[src/rtl/dram_wr_sched_pkg.sv]
// Shared types and widths for the DRAM write scheduler and the conv/maxpool packers.
// Combinational content only: no latency and no backpressure.
package dram_wr_sched_pkg;

  localparam int DRAM_DATA_W = 64;
  localparam int DRAM_ADDR_W = 10;

  typedef enum logic [1:0] {
    IDLE  = 2'd0,
    RUN   = 2'd1,
    DRAIN = 2'd2,
    DONE  = 2'd3
  } state_t;

endpackage

[src/rtl/dram_wr_sched_if.sv]
// Packer-to-scheduler write request channel; the word moves when valid and ready are both high.
// Wires only: no latency. The receiver throttles the sender by holding ready low.
interface dram_wr_sched_if
  import dram_wr_sched_pkg::*;
#(
  parameter int DATA_W = DRAM_DATA_W
);
  logic              valid;
  logic [DATA_W-1:0] data;
  logic              ready;

  modport master (output valid, output data, input ready);
  modport slave  (input valid, input data, output ready);
endinterface

[src/rtl/dram_wr_sched_rr_arb2.sv]
// Two-way round-robin arbiter: one-hot grant, combinational from elig (0 cycles).
// Backpressure: an ineligible input is never granted; the pointer only moves on update.
module rr_arb2 (
  input  logic       clk,
  input  logic       rst,
  input  logic [1:0] elig,
  input  logic       update,
  output logic [1:0] grant
);

  // 1 means requester 1 won most recently, so requester 0 wins the next tie.
  logic last;

  always_comb begin
    grant = elig;
    if (elig == 2'b11) begin
      grant = last ? 2'b01 : 2'b10;
    end
  end

  always_ff @(posedge clk or negedge rst) begin
    if (!rst) begin
      last <= 1'b1;
    end else if (update) begin
      last <= grant[1];
    end
  end

endmodule

[src/rtl/dram_wr_sched.sv]
// Round-robin scheduler for two packers on one DRAM write port, with address generation and a done pulse.
// Latency: the write is registered 1 cycle after acceptance. Backpressure: ready is the arbiter grant.
module dram_wr_sched
  import dram_wr_sched_pkg::*;
#(
  parameter int DATA_W = DRAM_DATA_W,
  parameter int ADDR_W = DRAM_ADDR_W
) (
  input  logic              clk,
  input  logic              rst,
  input  logic              start,
  input  logic [ADDR_W-1:0] base0,
  input  logic [ADDR_W-1:0] len0,
  input  logic [ADDR_W-1:0] base1,
  input  logic [ADDR_W-1:0] len1,
  dram_wr_sched_if.slave    req0,
  dram_wr_sched_if.slave    req1,
  output logic              dram_we,
  output logic [ADDR_W-1:0] dram_addr,
  output logic [DATA_W-1:0] dram_wdata,
  output logic              busy,
  output logic              done,
  output logic              err
);

  state_t            state;
  state_t            state_nxt;
  logic [ADDR_W-1:0] base0_q, len0_q, base1_q, len1_q;
  logic [ADDR_W-1:0] cnt0, cnt1;
  logic [ADDR_W-1:0] cnt0_nxt, cnt1_nxt;
  logic [1:0]        elig;
  logic [1:0]        grant;
  logic              take;
  logic              in_idle;
  logic              in_run;
  logic              err_set;

  // FSM state register.
  always_ff @(posedge clk or negedge rst) begin
    if (!rst) begin
      state <= IDLE;
    end else begin
      state <= state_nxt;
    end
  end

  // RUN exits on the post-increment counts, so a final grant and the exit share a cycle.
  always_comb begin
    state_nxt = state;
    case (state)
      IDLE:    if (start) state_nxt = RUN;
      RUN:     if ((cnt0_nxt == len0_q) && (cnt1_nxt == len1_q)) state_nxt = DRAIN;
      DRAIN:   state_nxt = DONE;
      DONE:    state_nxt = IDLE;
      default: state_nxt = IDLE;
    endcase
  end

  always_comb begin
    in_idle = (state == IDLE);
    in_run  = (state == RUN);
    busy    = (state == RUN) || (state == DRAIN);
    done    = (state == DONE);
  end

  assign elig[0] = in_run && req0.valid && (cnt0 < len0_q);
  assign elig[1] = in_run && req1.valid && (cnt1 < len1_q);

  rr_arb2 u_arb (
    .clk    (clk),
    .rst    (rst),
    .elig   (elig),
    .update (take),
    .grant  (grant)
  );

  assign take       = |grant;
  assign req0.ready = grant[0];
  assign req1.ready = grant[1];
  assign cnt0_nxt   = cnt0 + ADDR_W'(grant[0]);
  assign cnt1_nxt   = cnt1 + ADDR_W'(grant[1]);

  always_ff @(posedge clk or negedge rst) begin
    if (!rst) begin
      base0_q <= '0;
      len0_q  <= '0;
      base1_q <= '0;
      len1_q  <= '0;
      cnt0    <= '0;
      cnt1    <= '0;
    end else if (in_idle && start) begin
      base0_q <= base0;
      len0_q  <= len0;
      base1_q <= base1;
      len1_q  <= len1;
      cnt0    <= '0;
      cnt1    <= '0;
    end else if (in_run) begin
      cnt0    <= cnt0_nxt;
      cnt1    <= cnt1_nxt;
    end
  end

  // Address and data hold their last values while no write is issued; the sum wraps silently.
  always_ff @(posedge clk or negedge rst) begin
    if (!rst) begin
      dram_we    <= 1'b0;
      dram_addr  <= '0;
      dram_wdata <= '0;
    end else begin
      dram_we <= take;
      if (grant[0]) begin
        dram_addr  <= base0_q + cnt0;
        dram_wdata <= req0.data;
      end else if (grant[1]) begin
        dram_addr  <= base1_q + cnt1;
        dram_wdata <= req1.data;
      end
    end
  end

  assign err_set = (in_run && ((req0.valid && (cnt0 == len0_q)) ||
                               (req1.valid && (cnt1 == len1_q)))) ||
                   (in_idle && (req0.valid || req1.valid));

  always_ff @(posedge clk or negedge rst) begin
    if (!rst) begin
      err <= 1'b0;
    end else if (err_set) begin
      err <= 1'b1;
    end else if (in_idle && start) begin
      err <= 1'b0;
    end
  end

endmodule

[src/flat_wrapper.sv]
// flat-port wrapper written by rule: the top's interface ports become plain ports
module dram_wr_sched_flat import dram_wr_sched_pkg::*;
#(
  parameter int DATA_W = DRAM_DATA_W,
  parameter int ADDR_W = DRAM_ADDR_W
)
  (clk, rst, start, base0, len0, base1, len1, dram_we, dram_addr, dram_wdata, busy, done, err, req0_valid, req0_data, req0_ready, req1_valid, req1_data, req1_ready);
  dram_wr_sched_if #(.DATA_W(DATA_W)) req0_i ();
  dram_wr_sched_if #(.DATA_W(DATA_W)) req1_i ();
  input  logic clk;
  input  logic rst;
  input  logic start;
  input  logic [ADDR_W-1:0] base0;
  input  logic [ADDR_W-1:0] len0;
  input  logic [ADDR_W-1:0] base1;
  input  logic [ADDR_W-1:0] len1;
  output logic dram_we;
  output logic [ADDR_W-1:0] dram_addr;
  output logic [DATA_W-1:0] dram_wdata;
  output logic busy;
  output logic done;
  output logic err;
  input wire logic [$bits(req0_i.valid)-1:0] req0_valid;
  input wire logic [$bits(req0_i.data)-1:0] req0_data;
  output wire logic [$bits(req0_i.ready)-1:0] req0_ready;
  input wire logic [$bits(req1_i.valid)-1:0] req1_valid;
  input wire logic [$bits(req1_i.data)-1:0] req1_data;
  output wire logic [$bits(req1_i.ready)-1:0] req1_ready;
  assign req0_i.valid = req0_valid;
  assign req0_i.data = req0_data;
  assign req0_ready = req0_i.ready;
  assign req1_i.valid = req1_valid;
  assign req1_i.data = req1_data;
  assign req1_ready = req1_i.ready;
  dram_wr_sched #(.DATA_W(DATA_W), .ADDR_W(ADDR_W)) u_core (.clk(clk), .rst(rst), .start(start), .base0(base0), .len0(len0), .base1(base1), .len1(len1), .req0(req0_i), .req1(req1_i), .dram_we(dram_we), .dram_addr(dram_addr), .dram_wdata(dram_wdata), .busy(busy), .done(done), .err(err));
endmodule
[config.mk]
export PLATFORM = sky130hd
export DESIGN_NAME = dram_wr_sched_flat
export DESIGN_NICKNAME = d
export VERILOG_FILES = /design/src/rtl/dram_wr_sched_pkg.sv /design/src/rtl/dram_wr_sched_if.sv /design/src/rtl/dram_wr_sched_rr_arb2.sv /design/src/rtl/dram_wr_sched.sv /design/src/flat_wrapper.sv
export SDC_FILE = /design/constraint.sdc
export NUM_CORES = 1
export LEC_CHECK = 0
export CORE_MARGIN = 5
export CORE_UTILIZATION = 47
export DETAILED_ROUTE_END_ITERATION = 12
export PLACE_DENSITY = 0.82
export SETUP_SLACK_MARGIN = 0.15
export SLEW_MARGIN = 20
export SYNTH_ARGS = -nofsm -noshare
export SYNTH_HDL_FRONTEND = slang
export SYNTH_SLANG_ARGS = --single-unit
[constraint.sdc]
create_clock -name clk -period 4.9 [get_ports clk]
set_input_delay 0.98 -clock clk [delete_from_list [all_inputs] [get_ports clk]]
set_output_delay 0.98 -clock clk [all_outputs]
set_load 0.05 [all_outputs]
**After elaboration in Yosys (flattened, before gate mapping)**

Cells that the tools add are included.

- Add/sub/neg operators: 4
- Magnitude comparators: 2
- Eq/ne operators: 10
- Multiplexer cells: 15
- Reductions and logical operators: 20

Operators with widths:

| operator | count |
|---|---|
| 2-to-1 mux 64 bit | 2 |
| 2-to-1 mux 10 bit | 6 |
| equality test 10 bit | 4 |
| adder 10 x 1 -> 10 bit | 2 |
| adder 10 bit | 2 |
| < comparator 10 bit | 2 |
| logical AND 1 bit | 10 |
| 2-to-1 mux 2 bit | 4 |
| one-hot mux 2 bit (4 select lines) | 1 |
| equality test 2 bit, second input constant | 3 |
| nonzero test 2 bit | 3 |
| logical OR 1 bit | 4 |
| != test 2 bit, second input constant | 2 |
| equality test 2 x 1 -> 1 bit, second input constant | 1 |
| logical NOT 2 bit | 1 |
| 2-to-1 mux 1 bit | 2 |
| AND reduction 2 bit | 1 |
| OR reduction 2 bit | 1 |

- Register bits after elaboration: 139
- Input port bits: 173
- Output and inout bits: 80
- Logic and storage cells: 63

**Longest topological paths before layout**

- Depth in word-level cells: 10
- Depth in mapped cells: 18

**By module**

A second synthesis with hierarchy kept.

- Cells, all modules: 790
- Area total of the unflattened synthesis: 7,811.2 um2

By module, submodules not included:

| module | instances | cells an instance | area each (um2) | sequential area each (um2) |
|---|---|---|---|---|
| dram_wr_sched | 1 | 785 | 7,747.4 | 3,453.3 |
| rr_arb2 | 1 | 5 | 63.8 | 26.3 |

**Worst setup path before layout**

OpenSTA, ideal clock, no wires.

- Path kind: register to register
- Start: reg u_core.cnt1[3]
- End: reg u_core.state[1]
- Data arrival time: 4.295 ns
- Required time: 4.772 ns
- Path slack: 0.477 ns
- Stages on the path, launching flop included: 18
- Cells stage by stage: dfrtp_1 > ha_1 > a21o_1 > a21oi_1 > nor3b_1 > or4b_4 > o21ba_1 > buf_2 > clkbuf_1 > ha_1 > ha_1 > and2_1 > a211o_1 > a31oi_1 > nor4_1 > and4_1 > a41oi_1 > mux2_1

- Cells in the longest elaborated chain, start to end: 9
- Elaborated cells between the ends (all ways): 11
- Those cells by class: add/sub (2); order compare (1); eq/ne (4); mux (1); reduce/logical (3)

Ends and longest elaborated chain:

| what | line | source |
|---|---|---|
| start, declared | dram_wr_sched.sv:29 | `logic [ADDR_W-1:0] cnt0, cnt1;` |
| start signal, assigned | dram_wr_sched.sv:100 | `cnt1 <= cnt1_nxt;` |
| < comparator 10 bit | dram_wr_sched.sv:67 | `assign elig[1] = in_run && req1.valid && (cnt1 < len1_q);` |
| logical AND 1 bit | dram_wr_sched.sv:67 |  |
| equality test 2 bit | dram_wr_sched_rr_arb2.sv:16 | `if (elig == 2'b11) begin` |
| 2-to-1 mux 2 bit | dram_wr_sched_rr_arb2.sv:16 |  |
| named net req0_ready | flat_wrapper.sv:25 | `output wire logic [$bits(req0_i.ready)-1:0] req0_ready;` |
| adder 10 x 1 -> 10 bit | dram_wr_sched.sv:80 | `assign cnt0_nxt = cnt0 + ADDR_W'(grant[0]);` |
| equality test 10 bit | dram_wr_sched.sv:52 | `RUN: if ((cnt0_nxt == len0_q) && (cnt1_nxt == len1_q)) state_nxt = DRAIN;` |
| logical AND 1 bit | dram_wr_sched.sv:52 |  |
| != test 2 bit (no line) | -- |  |
| AND reduction 2 bit (no line) | -- |  |
| end signal, assigned | dram_wr_sched.sv:43 | `state <= state_nxt;` |
| end, declared | dram_wr_sched.sv:26 | `state_t state;` |

The timed path passes the listed nets, and every way through them passes these cells.
A chain may end at the register's enable or synchronous reset.

**Worst setup path in the final report**

- Start: reg u_core.cnt0[3]
- End: out req0_ready

- Cells in the longest elaborated chain, start to end: 4

Ends and longest elaborated chain:

| what | line | source |
|---|---|---|
| start, declared | dram_wr_sched.sv:29 |  |
| start signal, assigned | dram_wr_sched.sv:99 | `cnt0 <= cnt0_nxt;` |
| < comparator 10 bit * | dram_wr_sched.sv:66 | `assign elig[0] = in_run && req0.valid && (cnt0 < len0_q);` |
| logical AND 1 bit * | dram_wr_sched.sv:66 |  |
| equality test 2 bit | dram_wr_sched_rr_arb2.sv:16 |  |
| 2-to-1 mux 2 bit * | dram_wr_sched_rr_arb2.sv:16 |  |
| end, declared | flat_wrapper.sv:25 |  |

Every way passes the cells marked *; elsewhere a longest branch is shown, timed or not.

==> out/results.txt <==
pre-CTS WS = 418.4 ps
Pwr Total = 4.166 mW
Die Span X = 137.2 um
vias per inst = 5.530
CP Cell Sequence = ha_1 > a21o_1 > a21o_1 > a211oi_1 > o21ai_0 > o21ba_2 > buf_4 > buf_4
clk_skew = 7.481 ps
Initial DRT Pass Iterations = 9
fin nets = 1228
CTS sink cnt = 139
Synth area leaders = dfrtp_1, a222oi_1, ha_1, nand2_1, inv_1
synth-to-layout area growth = 41.63%
fin. max-slew vios = 0
gpl congestion = 0.8883
Compound-Gate Fraction of Synth Area = 16.41%
Leakage Power = 5.115 nW
htree depth = 4
number of non-filler instances in the completed layout = 1241
die area = 18830 um2
root buf cell = clkbuf_16
Finished Core Util = 67.82%
Synth warnings = 0
Final Hold Fails = 0
largest net degree at the start of global routing = 107
ys flop type = dfrtp_1
Simple-Gate Fraction of Synth Area = 13.14%
CP Capture Type = output port
TNS Setup = 0 ps
data arrival time of the critical path = 3370 ps
detailed-route via count = 6863
vias in the first global route = 6756
fin worst setup slack = 547.2 ps
Clock Latency Late Sink = 420 ps
initial antenna violation count = 3
Post-Place Cells = 1204
Worst VDD drop = 0.0002726 V
DR WL/cell = 19.18 um
Tightest Pin Transition = 994.3 ps
most frequent cells after synthesis = dfrtp_1, nand2_1, inv_1
layout cells sized above 1 = 4.608%
Slew Limit Headroom = 33.71%
CP Class = flip-flop to output port
fin area = 10770 um2
CP Max Fanout = 77
Max Freq = 0.2297 GHz
pwr/cell area = 386.7 nW/um2
core area = 15890 um2
post-route clock period utilization = 88.83%
Crit-path slowest cell = buf_4
mux cell area share after synthesis = 1.480%
CTS tree = done
CP Data Required Time = 3920 ps
cts repair resizes = 0
initial DRC count = 678
mapped cell area = 7607 um2
Mean Syn Cell Area = 9.803 um2
Final Setup Violations = 0
final wirelength = 23810 um
hold buffers post-CTS = 0
row count = 46
Die Y = 137.2 um
TritonCTS buffer count = 17
Initial Util = 47.89%
Post-CTS Setup Inserts = 0
DR DRC count = 0
#FFs+latches synth = 139
placed inst area = 10180 um2
smallest hold slack = 483.4 ps
Synth async-reset ratio = 100.0%
Yosys cell types = 54
cells after synthesis = 776
worst hold path class = flip-flop to flip-flop
Antenna Nets Post-Route = 0
Max-Cap Viols = 0
crit path time final = 4353 ps
unrepaired setup endpoints after global routing = no
area leader, netlist = dfrtp_1
first-pass GRT wire length = 35640 um
adder-cell share of the synthesized area = 8.092%
count leader, synth = dfrtp_1
Total GRT Usage = 24.52%
critical path's largest stage delay = 670 ps
Ports = 253
largest family of logic cells by synthesized area = compound AO/OA/AOI/OAI gates
Synthesized Nets = 997
Yosys top cell area share = 45.39%
total grt overflow = 0
Post-synth EDFFs = 0
Clock Path Buffers = 2
detailed placement HPWL = 17690 um
PortBufs = 252
xor/xnor share of the synthesized area = 6.563%
status = finished, final reports clean
sequential share of the synthesized area = 45.74%
Critical Path Source Type = flip-flop
Worst-path clk slew = 60 ps
cells by family (layout without fill, tap and decap cells):
group                      Yosys count  count (layout)
xor gates and xnor gates            57              57
AOI/OAI and AO/OA                  157             157
muxes                               11              11
buffers and inverters              147             391
adders and majority gates           48              48
other                                0               5
DFF                                139             139
and+or+nand+nor                    217             217
flip-flops by register name, indices dropped and copies added, names as in the netlist:
register and cells:
u_core.dram_we 1, u_core.err 1, u_core.u_arb.last 1, u_core.dram_addr 10
u_core.len1_q 10, u_core.len0_q 10, u_core.base1_q 10, u_core.dram_wdata 64
u_core.cnt1 10, u_core.cnt0 10, u_core.base0_q 10, u_core.state 2
routing by layer:
metal | up-vias | global-route usage, % | share of wire, %
li1 | 3221 | - | -
met1 | 3335 | 30.41 | 39
met2 | 259 | 40.82 | 49
met3 | 48 | 6.136 | 8.1
met4 | 0 | 10.37 | 3.1
met5 | - | 0 | 0
path summary, 6_finish.rpt:
check                                     from                  end  slack [ps]  depth (start not counted)
max                             u_core.cnt0[3]           req0_ready         550                          8
min reg2reg                u_core.dram_addr[5]  u_core.dram_addr[5]         480                          2
min                        u_core.dram_addr[5]  u_core.dram_addr[5]         480                          2
min in group asynchronous                  rst       u_core.cnt0[0]         670                          1
max reg2reg                     u_core.cnt1[3]      u_core.state[1]         720                         15
max in group asynchronous                  rst    u_core.u_arb.last        3130                          2
area by class of cell:
type	count	area, um2
fill	1237	5111
multi-input combinational	490	3486
sequential	139	3480
clock buffer	25	495.5
tap	216	270.3
antenna	5	12.51
clock inverter	7	87.58
timing repair buffer	258	2564
inverter	101	379.1
where the power goes:
part           leakage, nW  switching [mW]  total [mW]  internal, mW
sequential            1.67           0.198        1.49          1.30
combinational         3.16           0.814        1.41         0.592
clock                0.287           0.467        1.27         0.800
total                 5.11            1.48        4.17          2.69
cell usage in the layout, fill, tap and decap left out, drive strengths merged, types with 11 or more instances in the layout:
cell and count:
xnor2 30, clkbuf 25, a21oi 13, xor2 27, inv 101, dfrtp 138
o21ai 35, nor2 42, nor3 11, clkdlybuf4s50 249, nand4 14, nand2 102
ha 46, a222oi 67, nand3 11
worst max-delay path, delay by kind of cell, from the launching register on:
kind / cells / cell delay (ps)
buf+inv: 2 / 1000
fa+ha+maj: 1 / 360
flops: 1 / 480
compound gates: 5 / 1100
(Power assumes the default switching activity.)
